## config.mk

```make
export PLATFORM = sky130hd
export DESIGN_NAME = store_buffer
export DESIGN_NICKNAME = d
export VERILOG_FILES = /design/src/rtl/store_buffer.sv
export SDC_FILE = /design/constraint.sdc
export NUM_CORES = 1
export LEC_CHECK = 0
export CORE_AREA = 5 5 114 197
export CTS_CLUSTER_SIZE = 12
export DETAILED_ROUTE_END_ITERATION = 12
export DIE_AREA = 0 0 119 202
export PLACE_DENSITY = 0.89
export SKIP_LAST_GASP = 1
export SYNTH_ARGS = -nofsm -noshare
export SYNTH_HDL_FRONTEND = slang
export SYNTH_SLANG_ARGS = --single-unit
```

## constraint.sdc

```tcl
create_clock -name clk -period 3.9 [get_ports clk]
set_input_delay 0.39 -clock clk [delete_from_list [all_inputs] [get_ports clk]]
set_output_delay 0.39 -clock clk [all_outputs]
set_load 0.1 [all_outputs]
```

## src/rtl/store_buffer.sv

```systemverilog
// Store buffer between the MEM stage and data memory: queues stores, drains them when the port is idle.
// Optional load forwarding from the buffer is enabled by defining STORE_FWD_EN.
module store_buffer #(
  parameter int unsigned DEPTH  = 4,
  parameter int unsigned ADDR_W = 32,
  parameter int unsigned DATA_W = 32
) (
  input  logic                     clk,
  input  logic                     rst,
  input  logic [ADDR_W-1:0]        cpu_address,
  input  logic [DATA_W-1:0]        cpu_write_data,
  input  logic                     cpu_mem_read,
  input  logic                     cpu_mem_write,
  output logic [DATA_W-1:0]        cpu_read_data,
  output logic                     cpu_stall,
  output logic [ADDR_W-1:0]        mem_address,
  output logic [DATA_W-1:0]        mem_write_data,
  output logic                     mem_read,
  output logic                     mem_write,
  input  logic [DATA_W-1:0]        mem_read_data,
  output logic [$clog2(DEPTH):0]   count
);

  localparam int unsigned PTR_W = $clog2(DEPTH);
  localparam int unsigned CNT_W = PTR_W + 1;
`ifdef STORE_FWD_EN
  localparam bit FWD_EN = 1'b1;
`else
  localparam bit FWD_EN = 1'b0;
`endif

  logic [ADDR_W-1:0] addr_mem [DEPTH];
  logic [DATA_W-1:0] data_mem [DEPTH];
  logic [PTR_W-1:0]  head;
  logic [PTR_W-1:0]  tail;
  logic [CNT_W-1:0]  count_q;

  logic              wr;
  logic              rd;
  logic              full;
  logic              empty;
  logic              enq;
  logic              drain;
  logic              load_wait;
  logic              hit;
  logic [DATA_W-1:0] fwd_data;
  logic              mread;

`ifdef STORE_FWD_EN
  logic [PTR_W-1:0]  idx;

  // Walk oldest to youngest so the youngest matching entry wins.
  always_comb begin
    hit      = 1'b0;
    fwd_data = '0;
    idx      = '0;
    for (int i = 0; i < int'(DEPTH); i++) begin
      idx = head + PTR_W'(i);
      if (rd && (CNT_W'(i) < count_q) && (addr_mem[idx] == cpu_address)) begin
        hit      = 1'b1;
        fwd_data = data_mem[idx];
      end
    end
  end
`else
  assign hit      = 1'b0;
  assign fwd_data = '0;
`endif

  // Port arbitration: a CPU load or store owns the port unless it is stalled or forwarded.
  always_comb begin
    wr        = cpu_mem_write;
    rd        = cpu_mem_read & ~cpu_mem_write;
    full      = (count_q == CNT_W'(DEPTH));
    empty     = (count_q == '0);
    enq       = wr & ~full;
    load_wait = ~FWD_EN & rd & ~empty;
    drain     = ~empty & ((~wr & ~rd) | hit | (wr & full) | load_wait);
    mread     = rd & ~hit & ~load_wait;
  end

  // Outputs are forced idle while reset is held.
  always_comb begin
    cpu_stall      = 1'b0;
    mem_read       = 1'b0;
    mem_write      = 1'b0;
    mem_address    = '0;
    mem_write_data = '0;
    cpu_read_data  = '0;
    if (!rst) begin
      cpu_stall = (wr & full) | load_wait;
      mem_read  = mread;
      mem_write = drain;
      if (mread) begin
        mem_address = cpu_address;
      end else if (drain) begin
        mem_address    = addr_mem[head];
        mem_write_data = data_mem[head];
      end
      if (hit) begin
        cpu_read_data = fwd_data;
      end else if (mread) begin
        cpu_read_data = mem_read_data;
      end
    end
  end

  assign count = count_q;

  always_ff @(posedge clk or posedge rst) begin
    if (rst) begin
      head    <= '0;
      tail    <= '0;
      count_q <= '0;
    end else begin
      if (enq) begin
        tail <= tail + PTR_W'(1);
      end
      if (drain) begin
        head <= head + PTR_W'(1);
      end
      count_q <= count_q + CNT_W'(enq) - CNT_W'(drain);
    end
  end

  // Entry storage carries no reset; validity is tracked by the pointers and count.
  always_ff @(posedge clk) begin
    if (enq) begin
      addr_mem[tail] <= cpu_address;
      data_mem[tail] <= cpu_write_data;
    end
  end

endmodule
```

Word level (Yosys, flattened, before mapping) --
Memories as Yosys holds them, arrays and structs flattened. Index checks and enable logic that the tools add are counted. W data, S select, Z words.
Storage, ports and cells: bits in writable memories 256, output and inout port bits 102, memories kept 2, latch bits 0, ROM bits 0, register bits 7, bits of input ports 100
Cells by class: equal/unequal tests 1, shifts and indexed selects 0, multiplexer cells 13, divide/modulo/power cells 0, bitwise gates (word level) 15, add/subtract/negate cells 4, order comparisons 0, multiply operators 0, reductions and logical operators 1
Memories:
- addr_mem | depth 4, bits a word 32, rd ports 1, clocked after memory_dff 0, write ports 1, line 32 | logic [ADDR_W-1:0] addr_mem [DEPTH];
- data_mem | depth 4, bits a word 32, rd ports 1, clocked after memory_dff 0, write ports 1, line 33 | logic [DATA_W-1:0] data_mem [DEPTH];
Operators with widths (number):
- $mux W32 | 8
- $and A1 B1 Y1 | 7
- $mux W1 | 5
- $not A1 Y1 | 5
- $add A2 B1 Y2 const B | 2
- $add A3 B1 Y3 | 1
- $eq A3 B3 Y1 const B | 1
- $logic_not A3 Y1 | 1
- $or A1 B1 Y1 | 3
- $sub A3 B1 Y3 | 1

Logic depth before layout (Yosys ltp) --
Gate-level depths: netlist of the first run.
depth in word-level cells 10, gate-level depth with buffers 10, depth with buffers taken out 8

Worst setup path before layout of the first run --
No wires, ideal clock.
kind flip-flop to output port, start point register count_q[2] (netlist: count[2]), end point output mem_write_data[10], setup slack 0.466 ns, required time 3.510 ns, path buffers 1, arrival time 3.044 ns, cell stages (with the launch flop) 5, path through dfrtp_1 -> nor3b_1 -> o21ai_1 -> clkbuf_1 -> nor2b_1
On the way: longest elaborated chain between the ends 8, elaborated cells between the ends (all ways) 13, those cells by class eq/ne: 1; mux: 3; bitwise: 8; reduce/logical: 1
RTL lines:
- start, declared | line 36 | logic [CNT_W-1:0] count_q;
- start signal, assigned | line 122 | count_q <= count_q + CNT_W'(enq) - CNT_W'(drain);
- $eq A3 B3 Y1 / $logic_not A3 Y1 (equally long branches) | line 74, 75
- $and A1 B1 Y1 / $not A1 Y1 (equally long branches) | line 78, 77
- $or A1 B1 Y1 / $and A1 B1 Y1 (equally long branches) | line 78, 77
- $or A1 B1 Y1 | line 78 | drain = ~empty & ((~wr & ~rd) | hit | (wr & full) | load_wait);
- $and A1 B1 Y1 | line 78
- $mux W32 | line 96 | end else if (drain) begin
- $mux W32 * | line 94 | if (mread) begin
- $mux W32 * | line 90 | if (!rst) begin
- end, declared | line 17 | output logic [DATA_W-1:0] mem_write_data,
Mark *: on every way between the ends. The rest lies on a longest branch, timed or not.

Worst setup path in the final report of the first run --
start point register head[0], end point output mem_address[11]
On the way: longest elaborated chain between the ends 4
RTL lines:
- start, declared | line 34 | logic [PTR_W-1:0] head;
- start signal, assigned | line 120 | head <= head + PTR_W'(1);
- $mem_v2 Z4 W32
- $mux W32 | line 96
- $mux W32 | line 94
- $mux W32 | line 90
- end, declared | line 16 | output logic [ADDR_W-1:0] mem_address,
No other way between the ends.

==> results.cfg, run 1 <==
[run_status]
status = finished clean

[yosys]
yosysWarnings = 0
ys_seq_area_share_pct = 74.8
postSynthRegisterBits = 263
syn_nets = 596
syn_avg_cell_area_sq_um = 21.5
yosys.area.top_type = edfxtp_1
mappedNetlistArea_sq_um = 10500
synth_cells = 489
synthTopCellsByArea = edfxtp_1 (73%), mux4_2 (14%), a32o_1 (3.0%)
synth_top_area_share_pct = 73.1
synth_cell_types = 28

[routing]
wl_per_cell_microns = 24.1
via_per_inst = 5.81
drt-initial-drc-count = 354
dr.pass1.iters = 5
drc_errors = 0
wirelength_mm = 23.1
vias = 5581
ant_nets = 0

[global_route]
grt_use_met1_pct = 21.4
grt.overflow.total = 0
grt_max_degree = 65
grtUsageMet3_pct = 4.00
gr-usage-all-layers_pct = 19.2
grt_pass1_vias = 6261
met2_usage_pct = 36.6
top_usage_layer = met2
grt_pass1_wl_mm = 35.9
grt_antenna_before_repair = 2

[floorplan]
core_area_sq_um = 20700
rows = 70
start_util_pct = 50.9
die_area_sq_um = 24000
die_w_microns = 119
chipHeight_microns = 202
ioPinCount = 202

[clock_network]
clk_latency_ns = 0.51
cts_hold_buf = 0
cts-htree-levels = 1
clock_path_buffers = 3
post-cts-setup-buffers = 0
clock-sinks = 263
path_clk_slew_ns = 0.06
numCtsBuffers = 26
cts_tree = yes
clockRootBuffer = clkbuf_16
cts_resized = 0

[placement]
io_buffers = 201
dp.final_hpwl_mm = 14.8
dp.cells = 921
gp_congestion = 0.725

[timing]
max_freq_ghz = 0.316
fin_skew_ns = 0.0112
slew_headroom_pct = 31.0
rsz0062_at_grt = no
min_period_ns = 3.17
worst_pin_slew_ns = 1.03
final.period_utilization_pct = 81.2
finalSetupViolCount = 0
fin_setup_tns_ns = 0
maxSlewViolCount = 0
hold_viol = 0

[setup_path]
cp_num_buf_inv = 2
critPathMaxStageDelay_ns = 0.76
crit_path_end_kind = primary output
slowest_stage = dfrtp_4
cp_cell_sequence = buf_4 -> mux4_2 -> a32o_1 -> buf_12
cp_top_family = flip-flops
cp_max_fo = 26
start_kind = flip-flop
worstSetupPathType = reg2out
cp.arrival_ns = 2.78
required_ns = 3.51

[power_and_ir_drop]
peakVddDrop_v = 0.000543
power_leakage_nw = 4.77
power_mw = 11.1
powerDensity_nw_per_um2 = 785

[layout]
layout_common_cells = edfxtp_1 (256), clkdlybuf4s50_1 (102), buf_12 (74)
nFillCells = 1291
layout-drive-gt1-share_pct = 30.4
final_common_cell = edfxtp_1
syn_to_final_growth_pct = 34.8
final_cells = 960
nNetsFinal = 804

[flow_run]
cap_viol_max_count = 0

[hold_path]
hold_path_class = in2async
-- synthesized netlist by cell type --
cell	n
or3b_2	1
buf_4	8
o21ai_0	2
a32o_1	32
mux4_2	64
nor3b_1	1
fa_1	1
and2_1	32
xnor2_1	3
and3_1	4
o2111a_1	1
or2_1	1
buf_6	5
edfxtp_1	256
clkinv_1	1
o21ba_2	1
mux2_2	1
dfrtp_1	7
clkbuf_1	12
buf_2	6
nor4b_4	1
or3_4	1
inv_1	6
xor2_1	2
ha_1	6
nor2b_1	32
o21ai_1	1
nand2_1	1
-- registers in the layout, summed over array words and instances (netlist names) --
name      cells
addr_mem    128
head          2
data_mem    128
count         3
tail          2
-- logic make-up (layout without fill, tap and decap cells) --
logic type,count (synthesis),after routing,share of synthesized area [%]
AO/OA/AOI/OAI,37,37,3.39
AND/OR/NAND/NOR,74,74,4.63
adder cells (fa/ha/maj),7,7,0.904
XOR/XNOR,5,5,0.417
multiplexers,65,65,13.8
other,0,1,0
buffers and inverters,38,256,2.07
flip-flops,263,263,74.8
-- final cells by class --
class                      instances  area (sq um)  area share (%)
sequential                       263          7870            55.5
multi-input combinational        188          2460            17.3
antenna                            1          2.50          0.0177
timing repair buffer             211          2770            19.5
clock inverter                     1          8.76          0.0618
inverter                           7          26.3           0.185
tap                              252           315            2.22
clock buffer                      37           733            5.17
-- final timing paths --
check,startpoint,end,depth (start not counted),slack [ns]
setup / recovery,head[0],mem_address[11],4,0.73
hold / removal,rst,count[2],2,0.21
setup reg to reg,count[1],count[2],8,1.46
hold reg to reg,count[2],count[2],1,0.58
max in group asynchronous,rst,head[0],3,2.95
min in group clk,cpu_write_data[29],data_mem[2][29],1,0.52
-- stage by stage --
stage	util (%)	hold WS, ns	area [sq um]	setup slack, ns
floorplan	-	0.474	10500	0.466
global placement	65.0	0.518	13400	1.10
detailed placement	65.0	0.553	13400	1.00
CTS	68.6	0.187	14200	0.636
global route	68.6	0.218	14200	0.561
finish	68.6	0.205	14200	0.731
-- report_power, final --
| group | internal, mW | total (mW) | switching [mW] |
|---|---|---|---|
| combinational | 1.90 | 4.85 | 2.95 |
| clock | 1.29 | 2.22 | 0.932 |
| sequential | 3.76 | 4.06 | 0.305 |
| total | 6.95 | 11.1 | 4.19 |
-- layer usage --
layer	wire length, microns	part of all wire (%)	up-vias
met5	17	0.074	-
met1	7920	34	2876
met2	13200	57	215
met4	541	2.3	2
li1	-	-	2443
met3	1420	6.2	45
-- worst reg2reg max path: cells and delay by family (launching register included) --
kind	cells	cell delay (ns)
fa+ha+maj	3	0.76
simple gates	2	0.74
flops	1	0.48
xor+xnor	2	0.30
buf+inv	1	0.04
(Power assumes the default switching activity.)
==> run 2: changes to the inputs <==
==> constraint.sdc (replaced) <==
create_clock -name clk -period 3.1 [get_ports clk]
set_input_delay 0.31 -clock clk [delete_from_list [all_inputs] [get_ports clk]]
set_output_delay 0.31 -clock clk [all_outputs]
set_load 0.1 [all_outputs]
==> results.cfg, run 2 (synthesized netlist as in run 1, its figures left out) <==
[routing]
wl_per_cell_microns = 23.9
dr.pass1.iters = 4
via_per_inst = 5.81
wirelength_mm = 23.1
drt-initial-drc-count = 265
ant_nets = 0
vias = 5614
drc_errors = 0

[setup_path]
slowest_stage = nor3b_1
crit_path_end_kind = primary output
required_ns = 2.79
cp_num_buf_inv = 2
cp_cell_sequence = nor3b_1 -> or2_1 -> buf_4 -> a32o_1 -> buf_12
cp.arrival_ns = 2.62
start_kind = flip-flop
cp_max_fo = 33
critPathMaxStageDelay_ns = 0.48
worstSetupPathType = reg2out
cp_top_family = simple AND/OR/NAND/NOR gates

[flow_run]
cap_viol_max_count = 0

[global_route]
grt_pass1_vias = 6283
gr-usage-all-layers_pct = 19.5
grt.overflow.total = 0
top_usage_layer = met2
grt_antenna_before_repair = 0
grt_use_met1_pct = 22.3
met2_usage_pct = 36.9
grtUsageMet3_pct = 3.14
grt_max_degree = 56
grt_pass1_wl_mm = 36.5

[layout]
antenna_cells = 0
layout_common_cells = edfxtp_1 (256), buf_12 (101), clkdlybuf4s50_1 (99)
syn_to_final_growth_pct = 38.0
final_common_cell = edfxtp_1
nFillCells = 1225
final_area_sq_um = 14500
layout-drive-gt1-share_pct = 32.6
nNetsFinal = 813

[floorplan]
die_area_sq_um = 24000
chipHeight_microns = 202
die_w_microns = 119
start_util_pct = 50.9
rows = 70
ioPinCount = 202
core_area_sq_um = 20700

[clock_network]
path_clk_slew_ns = 0.06
cts-htree-levels = 1
numCtsBuffers = 25
clock-sinks = 263
clock_path_buffers = 3
cts_tree = yes
cts_hold_buf = 0
clk_latency_ns = 0.51
post-cts-setup-buffers = 0
clockRootBuffer = clkbuf_16
cts_resized = 0

[timing]
hold_viol = 0
hold_ws_ns = 0.397
rsz0062_at_grt = no
max_freq_ghz = 0.341
min_period_ns = 2.93
fin_skew_ns = 0.0147
finalSetupViolCount = 0
worst_pin_slew_ns = 0.951
maxSlewViolCount = 0
slew_headroom_pct = 36.6
worst_slack_ns = 0.169
final.period_utilization_pct = 94.5

[power_and_ir_drop]
switching_power_mw = 5.22
power_frac_comb_pct = 45.2
powerDensity_nw_per_um2 = 956
power_leakage_nw = 4.88
power_frac_seq_pct = 36.2
clkPwrFrac_pct = 18.6
peakVddDrop_v = 0.000795
swShare_pct = 37.7
intPower_mw = 8.65

[placement]
dpl-instance-area_sq_um = 13800
dp.final_hpwl_mm = 16.1
io_buffers = 201
dp_slack_ns = 0.378
gp_congestion = 0.728

[hold_path]
hold_path_class = in2async

[run_status]
status = finished clean
[run 2: worst paths after layout]
check | depth (start not counted) | slack [ns] | from | endpoint
worst min register to register | 1 | 0.55 | tail[0] | tail[0]
max in group asynchronous | 3 | 2.32 | rst | head[0]
worst max register to register | 8 | 0.72 | count[1] | count[2]
min in group clk | 1 | 0.44 | cpu_write_data[9] | data_mem[0][9]
worst max-delay path | 5 | 0.17 | count[1] | mem_address[26]
worst min-delay path | 3 | 0.40 | rst | head[1]
[run 2: metal layers]
layer  routed length [microns]  part of all wire [%]
met1                      7690                    33
met2                     13400                    58
met3                      1410                   6.1
met4                       607                   2.6
met5                         0                     0
[run 2: cell type report]
type	instances	area (sq um)	share of cell area, %
Tap cell	252	315	2.17
Clock buffer	34	659	4.54
Inverter	7	26.3	0.181
Multi-Input combinational cell	188	2460	17.0
Clock inverter	1	8.76	0.0603
Timing Repair Buffer	221	3170	21.9
Sequential cell	263	7870	54.2
[run 2: through the flow]
step | TNS, ns | cells | utilization [%] | power [mW]
after CTS | 0 | 966 | 70.2 | 14.0
after floorplan | -7.48 | 489 | - | 9.24
after global routing | 0 | 966 | 70.2 | 14.4
after global placement | 0 | 931 | 66.9 | 11.2
after detailed placement | 0 | 931 | 66.9 | 11.4
final | 0 | 966 | 70.2 | 13.9
[run 2: power groups by stage]
stage / sequential, mW / clock (mW) / combinational (mW)
floorplan: 5.06 / 0 / 4.18
global placement: 5.03 / 0 / 6.21
detailed placement: 5.11 / 0 / 6.31
CTS: 5.05 / 2.65 / 6.34
global route: 5.10 / 2.80 / 6.54
finish: 5.03 / 2.58 / 6.26
[run 2: tightest hold or removal path: stages]
cell and delay, ns:
clkdlybuf4s50_1 0.47, clkinv_1 0.12, buf_4 0.44
==> RTL change, RTL diff (flow settings as in run 1) <==
Make the reset (`rst`) synchronous in one clocked block.
--- a/src/rtl/store_buffer.sv
+++ b/src/rtl/store_buffer.sv
@@ -109,3 +109,3 @@
 
-  always_ff @(posedge clk or posedge rst) begin
+  always_ff @(posedge clk) begin
     if (rst) begin
Behaviour: differs if rst is asserted again (counterexample within 4 cycles, from zero or initial values and one cycle with rst high); with rst held inactive, the same outputs for 4 cycles.
==> RTL change against run 1 <==
- sequential share of layout area increased by 1.7 points
- count of clock-buffer cells in the layout increased by 10
- power decreased by 14%
- setup slack improved by 0.11 ns
- worst hold slack improved by 0.30 ns
- core utilization decreased by 1.9 points
- synthesized area increased by 0.70%
- critical path depth increased by 1
- via count increased by 2.3%
- design area decreased by 2.8%
- sequential cell count increased by 2
- wire length decreased by 1.4%
- critical path type unchanged
- largest cell class unchanged
==> RTL change: results (changes against run 1) <==
** Power
- The combinational power is 3.73 mW (-23%).
- VDD IR max :: 522.1 µV (-3.8%)
- The sequential share of power is 37.8% (+1.3 points).
- The total power came to 9.615 mW (-14%).
- Switching fraction of total power :: 37.27% (-0.33 points)
- Static power due to leakage :: 4.659 nW (-2.4%)

** Drt
- First-iteration detailed-routing DRC count :: 425 (+20%)
- Drt first pass iters :: 4 (-1)
- The average wire per cell in the routed design came to 23.27 µm (-3.3%).

** Layout
- Layout cell share with drive strength beyond 1 :: 28.79% (-1.6 points)
- The non-clock inverter total of the final layout came to 8 (+1).
- Share of cell area taken by multi-input logic gates :: 18.44% (+1.1 points)
- Final nets :: 813 (+1.1%)
- FILL cells :: 1,301 (+0.77%)
- The number of antenna repair diodes was 1 (unchanged).
- The layout multi-input combinational cell count was 199 (+5.9%).
- The layout clock buffer count is 47 (+27%).
- The number of buffers outside the clock class in the layout was 206 (-2.4%).
- The area taken by flip-flops and latches is 7875 µm² (about the same).
- The non-clock buffer area fraction after layout was 16.35% (-3.2 points).
- Clock network area share :: 5.531% (+0.30 points)

** GRT
- Global-route wire length before repair :: 35,150 µm (-2.1%)
- The global-route usage over all layers came to 18.73% (-0.49 points).
- Largest net degree at the start of global routing :: 66 (+1.5%)

** Clock tree
- The clock net sink count was 265 (+0.76%).

** Status
- Result of the run :: finished clean

** Worst setup path
- Biggest cell delay along the critical path :: 0.54 ns (-0.22 ns)
- The arrival time of the worst setup path came to 2.67 ns (-0.11 ns).
- In this design, the largest share of critical-path delay is due to buffers and inverters.
- The worst register-to-register path ends at count[2].
- The cell depth of the worst flop-to-flop path came to 9 (+1).
- In this run the critical register-to-register path is launched from count[1].
- The reg2reg setup slack came to 1.52 ns (+0.06 ns).
- The largest individual stage delay along the critical path comes from the cell sky130_fd_sc_hd__buf_4.

** Placement
- The final weighted congestion in routability-driven placement came to 0.7885 (+8.7%).
- The placed wire-length estimate was 14,090 µm (-4.5%).

** Synth
- The net count after synthesis came to 613 (+2.9%).
- Post-synth cell types :: 33 (+18%)
- The proportion of synthesized chip area in sequential cells came to 74.30% (-0.47 points).
- In the post-synthesis netlist, the biggest area contributors are sky130_fd_sc_hd__edfxtp_1 73%, sky130_fd_sc_hd__mux4_2 14%, sky130_fd_sc_hd__a32o_1 3.0%.
- The async set or reset register ratio after synthesis was 0% (-2.7 points).

** Worst hold path
- Worst hold-check path type :: input port to flip-flop

** STA
- Slew of the pin with the lowest slew margin :: 1.040 ns (+0.005885 ns)
- The worst setup skew after layout is 0.01147 ns (+0.0002736 ns).
==> RTL change: worst reg2reg max path, delay by kind of cell (launching register included) <==
kind	cells	cell delay, ns
adders and majority gates	3	0.86
and+or+nand+nor	2	0.37
xor gates and xnor gates	2	0.30
buffers and inverters	1	0.04
DFF	1	0.39
AOI/OAI and AO/OA	1	0.28
==> RTL change: through the flow <==
| step | utilization (%) | instance area [µm²] | cells | worst slack [ns] | hold WS (ns) |
|---|---|---|---|---|---|
| finish | 66.65 | 13780 | 979 | 0.8370 | 0.5090 |
| detailed placement | 62.95 | 13010 | 930 | 0.7656 | 0.5312 |
| CTS | 66.64 | 13770 | 978 | 0.7806 | 0.4820 |
| floorplan | - | 10590 | 506 | 0.3248 | 0.4837 |
| global route | 66.65 | 13780 | 979 | 0.6907 | 0.4941 |
| global placement | 62.95 | 13010 | 930 | 0.8573 | 0.4960 |
==> RTL change: how the worst max path moves through the flow <==
stage	to	slack, ns	cells past startpoint
floorplan	mem_write_data[11]	0.32	4
global placement	count[2]	0.86	10
detailed placement	count[2]	0.77	10
CTS	mem_address[19]	0.78	4
global route	mem_address[19]	0.69	5
finish	mem_address[19]	0.84	5
==> RTL change: cell families (layout without fill, tap and decap cells) <==
logic type / count (synthesis) / in the layout / share of synthesized area (%)
flip-flops: 265 / 265 / 74.30
AND/OR/NAND/NOR: 84 / 84 / 5.329
multiplexers: 65 / 65 / 13.72
buffers and inverters: 42 / 262 / 2.009
AO/OA/AOI/OAI: 41 / 41 / 3.580
adder cells (fa/ha/maj): 7 / 7 / 0.8980
XOR/XNOR: 2 / 2 / 0.1655
other: 0 / 1 / 0
==> RTL change: per-layer routing <==
metal	wire, µm	track usage (%)
met1	7735	21.04
met2	12680	34.90
met5	0	0
met3	1727	3.751
met4	639	6.672
